$ cat src/rtl/gate_bank_reg.sv
// Registered, runtime-configurable bank of two-input gates (AND/OR/XOR/NAND per channel)
// with a valid/ready operand port and a 2-deep result buffer.
module gate_bank_reg #(
    parameter int unsigned CHANNELS = 4,
    parameter int unsigned WIDTH    = 1,
    localparam int unsigned DW      = CHANNELS * WIDTH,
    localparam int unsigned CW      = (CHANNELS > 1) ? $clog2(CHANNELS) : 1
) (
    input  logic                clk,
    input  logic                rst_n,
    input  logic                in_valid,
    output logic                in_ready,
    input  logic [DW-1:0]       in_a,
    input  logic [DW-1:0]       in_b,
    output logic                out_valid,
    input  logic                out_ready,
    output logic [DW-1:0]       out_y,
    output logic [CHANNELS-1:0] out_zero,
    input  logic                cfg_we,
    input  logic [CW-1:0]       cfg_ch,
    input  logic [1:0]          cfg_op
);

    localparam logic [1:0] OP_AND  = 2'b00;
    localparam logic [1:0] OP_OR   = 2'b01;
    localparam logic [1:0] OP_XOR  = 2'b10;
    localparam logic [1:0] OP_NAND = 2'b11;

    logic [CHANNELS-1:0][1:0] cfg_q, cfg_d;
    logic [DW-1:0]            head_y_q, head_y_d, tail_y_q, tail_y_d;
    logic [CHANNELS-1:0]      head_z_q, head_z_d, tail_z_q, tail_z_d;
    logic [1:0]               count_q, count_d;
    logic                     in_ready_q, in_ready_d;
    logic                     out_valid_q, out_valid_d;

    logic [DW-1:0]            res_y_c;
    logic [CHANNELS-1:0]      res_z_c;
    logic                     accept_c, pop_c;

    assign in_ready  = in_ready_q;
    assign out_valid = out_valid_q;
    assign out_y     = head_y_q;
    assign out_zero  = head_z_q;

    // Gate evaluation uses the config held before the edge
    always_comb begin
        res_y_c = '0;
        res_z_c = '0;
        for (int k = 0; k < int'(CHANNELS); k++) begin
            case (cfg_q[k])
                OP_AND:  res_y_c[k*WIDTH +: WIDTH] = in_a[k*WIDTH +: WIDTH] & in_b[k*WIDTH +: WIDTH];
                OP_OR:   res_y_c[k*WIDTH +: WIDTH] = in_a[k*WIDTH +: WIDTH] | in_b[k*WIDTH +: WIDTH];
                OP_XOR:  res_y_c[k*WIDTH +: WIDTH] = in_a[k*WIDTH +: WIDTH] ^ in_b[k*WIDTH +: WIDTH];
                OP_NAND: res_y_c[k*WIDTH +: WIDTH] = ~(in_a[k*WIDTH +: WIDTH] & in_b[k*WIDTH +: WIDTH]);
                default: res_y_c[k*WIDTH +: WIDTH] = '0;
            endcase
            res_z_c[k] = (res_y_c[k*WIDTH +: WIDTH] == '0);
        end
    end

    // Config writes; out-of-range indices match no entry and are dropped
    always_comb begin
        cfg_d = cfg_q;
        for (int k = 0; k < int'(CHANNELS); k++) begin
            if (cfg_we && (cfg_ch == CW'(k))) begin
                cfg_d[k] = cfg_op;
            end
        end
    end

    // Two-slot shift buffer: head always drives the outputs directly
    always_comb begin
        accept_c = in_valid && in_ready_q;
        pop_c    = out_valid_q && out_ready;
        head_y_d = head_y_q;
        head_z_d = head_z_q;
        tail_y_d = tail_y_q;
        tail_z_d = tail_z_q;
        count_d  = count_q;

        if (accept_c && pop_c) begin
            head_y_d = res_y_c;
            head_z_d = res_z_c;
        end else if (accept_c) begin
            if (count_q == 2'd0) begin
                head_y_d = res_y_c;
                head_z_d = res_z_c;
            end else begin
                tail_y_d = res_y_c;
                tail_z_d = res_z_c;
            end
            count_d = count_q + 2'd1;
        end else if (pop_c) begin
            head_y_d = tail_y_q;
            head_z_d = tail_z_q;
            count_d  = count_q - 2'd1;
        end

        in_ready_d  = (count_d < 2'd2);
        out_valid_d = (count_d != 2'd0);
    end

    always_ff @(posedge clk or negedge rst_n) begin
        if (!rst_n) begin
            cfg_q       <= '0;
            head_y_q    <= '0;
            head_z_q    <= '1;
            tail_y_q    <= '0;
            tail_z_q    <= '1;
            count_q     <= 2'd0;
            in_ready_q  <= 1'b1;
            out_valid_q <= 1'b0;
        end else begin
            cfg_q       <= cfg_d;
            head_y_q    <= head_y_d;
            head_z_q    <= head_z_d;
            tail_y_q    <= tail_y_d;
            tail_z_q    <= tail_z_d;
            count_q     <= count_d;
            in_ready_q  <= in_ready_d;
            out_valid_q <= out_valid_d;
        end
    end

endmodule

$ cat config.mk
export PLATFORM = sky130hd
export DESIGN_NAME = gate_bank_reg
export DESIGN_NICKNAME = d
export VERILOG_FILES = /design/src/rtl/gate_bank_reg.sv
export SDC_FILE = /design/constraint.sdc
export NUM_CORES = 1
export LEC_CHECK = 0
export BUFFER_PORTS_ARGS = -buffer_cell sky130_fd_sc_hd__buf_2
export CAP_MARGIN = 0
export CORE_MARGIN = 2
export CORE_UTILIZATION = 51
export CTS_BUF_LIST = sky130_fd_sc_hd__clkbuf_4 sky130_fd_sc_hd__clkbuf_8 sky130_fd_sc_hd__clkbuf_16
export CTS_CLUSTER_DIAMETER = 150
export DETAILED_ROUTE_END_ITERATION = 10
export PLACE_DENSITY_LB_ADDON = 0.12
export SKIP_LAST_GASP = 1
export SYNTH_ARGS = -nofsm -noshare
export SYNTH_HDL_FRONTEND = slang
export SYNTH_SLANG_ARGS = --single-unit
$ cat constraint.sdc
create_clock -name clk -period 2.7 [get_ports clk]
set_input_delay 0.27 -clock clk [delete_from_list [all_inputs] [get_ports clk]]
set_output_delay 0.27 -clock clk [all_outputs]
set_load 0.02 [all_outputs]
# Word-level counts from Yosys, hierarchy flattened
# Cells that the tools add are included.
# Widths: inputs -> output; s select.
word_totals:
  regBits: 28
  in_bits: 17
  elab_cells: 84
  out_inout_bits: 10
op_classes:
  n_bitwise: 22
  n_reduce_logical: 17
  magnitude_cmp: 1
  mux: 15
  add_sub_neg: 2
  n_eq_ne: 16
op_table:
  columns: ["operator", "count"]
  rows:
  - ["$mux 4", 8]
  - ["$eq 2x2->1 const B", 10]
  - ["$pmux 1 s4", 4]
  - ["$logic_not 2->1", 6]
  - ["$eq 2x1->1 const B", 5]
  - ["$not 1->1", 10]
  - ["$logic_and 1x1->1", 7]
  - ["$mux 2", 3]
  - ["$and 1x1->1", 4]
  - ["$or 1x1->1", 4]
  - ["$xor 1x1->1", 4]
  - ["$ne 3x1->1 const B", 1]
  - ["$reduce_and 3->1", 1]
  - ["$reduce_bool 3->1", 1]
  - ["$add 2x1->2 const B", 1]
  - ["$lt 2x2->1 const B", 1]
  - ["$reduce_and 2->1", 1]
  - ["$reduce_bool 2->1", 1]
  - ["$sub 2x1->2 const B", 1]

# Logic depth before layout (Yosys ltp)
depth:
  depth_word: 7
  ltp_mapped: 5
  mapped_depth_nobuf: 5

# Worst setup path after synthesis
# OpenSTA, ideal clock, no wires.
synth_timing:
  kind: "register to register"
  from: "register in_ready_q (netlist: in_ready)"
  to: "register tail_y_q[0]"
  t_arrival_ns: 1.477
  period_less_slack_ns: 1.601
  slack_ns: 1.099
  t_required_ns: 2.575
  path_buffers: 0
  stages_incl_launch_ff: 4
  setup_time_ns: 0.125
  path_cell_list: "dfstp_2 -> nand2_2 -> nor3_4 -> mux2_2"
synth_between:
  elab_chain_len: 4
synth_lines:
  columns: ["element", "line_no", "rtl"]
  rows:
  - ["start: declaration", "33", "logic in_ready_q, in_ready_d;"]
  - ["start signal: assignment", "120", "in_ready_q <= in_ready_d;"]
  - ["$logic_and 1x1->1 (*)", "73", "accept_c = in_valid && in_ready_q;"]
  - ["$logic_and 1x1->1", "81", "if (accept_c && pop_c) begin"]
  - ["$not 1->1 (no source line)", null, null]
  - ["$reduce_and 3->1 (no source line) (*)", null, null]
  - ["end signal: assignment", "117", "tail_y_q <= tail_y_d;"]
  - ["end: declaration", "30", "logic [DW-1:0] head_y_q, head_y_d, tail_y_q, tail_y_d;"]
# Every way passes the cells marked *; elsewhere a longest branch is shown, timed or not.
# A chain may end at the register's enable or synchronous reset.

# Final worst setup path
layout_timing:
  from: "register in_ready_q (netlist: in_ready)"
  to: "register tail_y_q[1]"
# Same word-level chain as after synthesis.

==> qor.csv <==
stage;metric;value;unit
finish;drive_above_1_share;35.4;%
routing;dr.pass1.iters;4;
clocking;clk_pin_slew_worst_paths;0.16;ns
finish;synthToLayoutAreaGrowth;13.3;%
pwr;p_leak;0.825;nW
place;dp_hpwl;2.20;mm
floorplanning;die_area;3520;um2
worst_setup_path;crit_arrival;2.09;ns
floorplanning;start_util;52.5;%
place;io_buffers;26;
hold_path;hp-class;in2reg;
routing;drc;0;
floorplanning;fp.dieW;59.4;um
routing;wl;2.88;mm
routing;drt-vias-per-instance;5.60;
sta;final.setup.tns;0;ns
worst_setup_path;reg2reg_slack;0.82;ns
sta;max_slew.worst_pin.slew;0.809;ns
yosys;synth.avg_cell_area;11.6;um2
clocking;postCtsSetupBuffers;0;
pwr;peakVddDrop;0.454;mV
clocking;h-tree-depth;1;
routing;vias;1103;
worst_setup_path;end_kind;flip-flop;
finish;antennaDiodeCount;0;
sta;finalCriticalPeriod;1.88;ns
worst_setup_path;r2r_end;tail_y_q[1];
routing;ant_nets;0;
global_route;overflow;0;
clocking;cts_root_buffer;clkbuf_4;
global_route;grt_max_degree;29;
sta;hold_viol;0;
yosys;synth_area;1560;um2
clocking;clock-sinks;28;
pwr;power.total;1.76;mW
pwr;cellPowerDensity;995;nW/um2
floorplanning;rows;20;
sta;layout_setup_ws;0.823;ns
sta;slew_headroom;46.1;%
finish;regArea;712;um2
routing;first_iter_violations;23;
sta;grt_setup_unrepaired;false;
worst_setup_path;worstPathMaxFanout;14;
global_route;antenna_found_initial;0;
worst_setup_path;worstSetupPathType;reg2reg;
yosys;yosysSeqAreaShare;45.6;%
floorplanning;fp.dieH;59.4;um
run_status;status;finished clean;
worst_setup_path;critPathLaunchType;flip-flop;
clocking;cts_tree;yes;
floorplanning;pin_count;27;
place;place_inst;192;
yosys;synth_warnings;0;
yosys;synth_fp_nets;161;
finish;multiInputGateArea;788;um2
place;place_congestion;0.753;
run;cap_violations;0;
clocking;worstSkewPairLatency;0.32;ns
sta;setup_viol;0;
sta;drv_slew;0;
sta;period_share;69.5;%
global_route;grt_pass1_vias;1150;
yosys;ys_ff_latch;28;
yosys;syn_inst;135;
clocking;cts-buffers-inserted;3;
finish;fillers;261;
clocking;clockBufferDepth;2;
sta;fin_skew;0.0145;ns
worst_setup_path;critPathCapture;tail_y_q[1];
worst_setup_path;ff2ff_path_depth;3;
sta;fmax;533;MHz
place;pre_cts_slack;0.880;ns
worst_setup_path;r2r-start;in_ready;
finish;fin_nets;191;
floorplanning;design.core.area;2980;um2
yosys;ys_types;31;
worst_setup_path;startpoint;in_ready;
global_route;grt_pass1_wl;5.12;mm
routing;wire_per_inst;14.6;um
global_route;gr-usage-all-layers;19.1;%
worst_setup_path;critPathRequiredTime;2.91;ns
finish;fin_cells;197;
worst max-delay path, stage by stage (launching register included):
cell	delay (ns)
dfstp_2	0.72
nand2_2	0.21
nor3_4	0.45
mux2_2	0.39
routing by layer:
metal  GRT usage [%]  vias to the layer above  share of wire [%]
met5               0                        -                  0
met4            4.87                        0               0.62
met3            2.62                        2                3.1
met2            31.7                       20                 48
met1            26.2                      534                 48
li1                -                      547                  -
state kept, by name, indices dropped and copies added (netlist names):
name	flops
cfg_q	8
count_q	2
in_ready	1
out_valid	1
out_y	4
out_zero	4
tail_y_q	4
tail_z_q	4
Yosys cell counts:
library cell	instances	area share (%)
o22a_1	4	2.2
mux2_2	17	12
nand3_1	5	1.6
and2_0	1	0.40
o21ai_0	6	1.9
o311ai_0	1	0.56
a21o_1	3	1.4
nand2_2	1	0.40
nor2_1	1	0.24
a21oi_1	3	0.96
a22o_1	1	0.56
a32o_1	1	0.64
nand3b_1	6	2.9
o22ai_1	3	1.2
nor3b_1	1	0.48
and3_1	1	0.40
o31ai_1	1	0.48
and2_1	1	0.40
dfstp_2	9	15
a211o_1	1	0.56
xnor2_1	2	1.1
inv_1	14	3.4
nor3_1	1	0.32
nand2_1	4	0.96
mux2i_1	13	8.3
a32oi_1	1	0.56
buf_2	2	0.64
maj3_1	2	1.3
dfrtp_1	19	30
ha_1	9	7.2
nor3_4	1	1.0
report_power, final:
| part | leakage (nW) | total, mW | switching [mW] | internal [mW] |
|---|---|---|---|---|
| Clock | 0.0210 | 0.202 | 0.120 | 0.0824 |
| Combinational | 0.488 | 0.766 | 0.412 | 0.355 |
| Sequential | 0.316 | 0.793 | 0.143 | 0.650 |
| Total | 0.825 | 1.76 | 0.674 | 1.09 |
placed cells by master, fill, tap and decap left out, types with 2 or more instances in the layout:
cell / netlist / final
buf_2: 2 / 26
dfrtp_1: 19 / 19
mux2_2: 17 / 17
inv_1: 14 / 14
mux2i_1: 13 / 13
ha_1: 9 / 9
dfstp_2: 9 / 9
nand3b_1: 6 / 6
o21ai_0: 6 / 6
nand3_1: 5 / 5
nand2_1: 4 / 4
o22a_1: 4 / 4
o22ai_1: 3 / 3
a21oi_1: 3 / 3
a21o_1: 3 / 3
clkbuf_4: 0 / 3
xnor2_1: 2 / 2
maj3_1: 2 / 2
worst min-delay path by stage:
stage | start | to | slack, ns | cells past startpoint
final | cfg_op[1] | cfg_q[7] | 0.24 | 2
after global routing | cfg_op[1] | cfg_q[3] | 0.22 | 2
after CTS | cfg_op[1] | cfg_q[7] | 0.23 | 2
after detailed placement | rst_n | cfg_q[7] | 0.32 | 1
after global placement | rst_n | cfg_q[7] | 0.31 | 1
after floorplan | rst_n | cfg_q[0] | -0.03 | 0
kinds of logic after synthesis:
family	Yosys count	synth area share, %
adder cells (fa/ha/maj)	11	8.49
AND/OR/NAND/NOR	23	9.13
multiplexers	30	20.6
AO/OA/AOI/OAI	25	11.1
buffers and inverters	16	4.00
flip-flops	28	45.6
XOR/XNOR	2	1.12
timing repair:
item | CTS | global route
resized for setup | 0 | 0
hold buffers | 1 | 0
endpoints found under the hold margin | 19 | 0
through the flow:
stage                     hold WS (ns)  cell area (um2)  utilization, %
after CTS                        0.231             1770            59.5
after floorplan                -0.0256             1560               -
after global routing             0.223             1770            59.5
after global placement           0.310             1720            57.9
after detailed placement         0.321             1720            57.9
final                            0.242             1770            59.5
area by class of cell:
type	count	area share (%)
tap	33	2.33
sequential	28	40.2
multi-input combinational	91	44.5
clock buffer	4	2.05
inverter	14	2.97
timing repair buffer	27	7.92
Note: power is estimated with default switching activity, not from simulation.
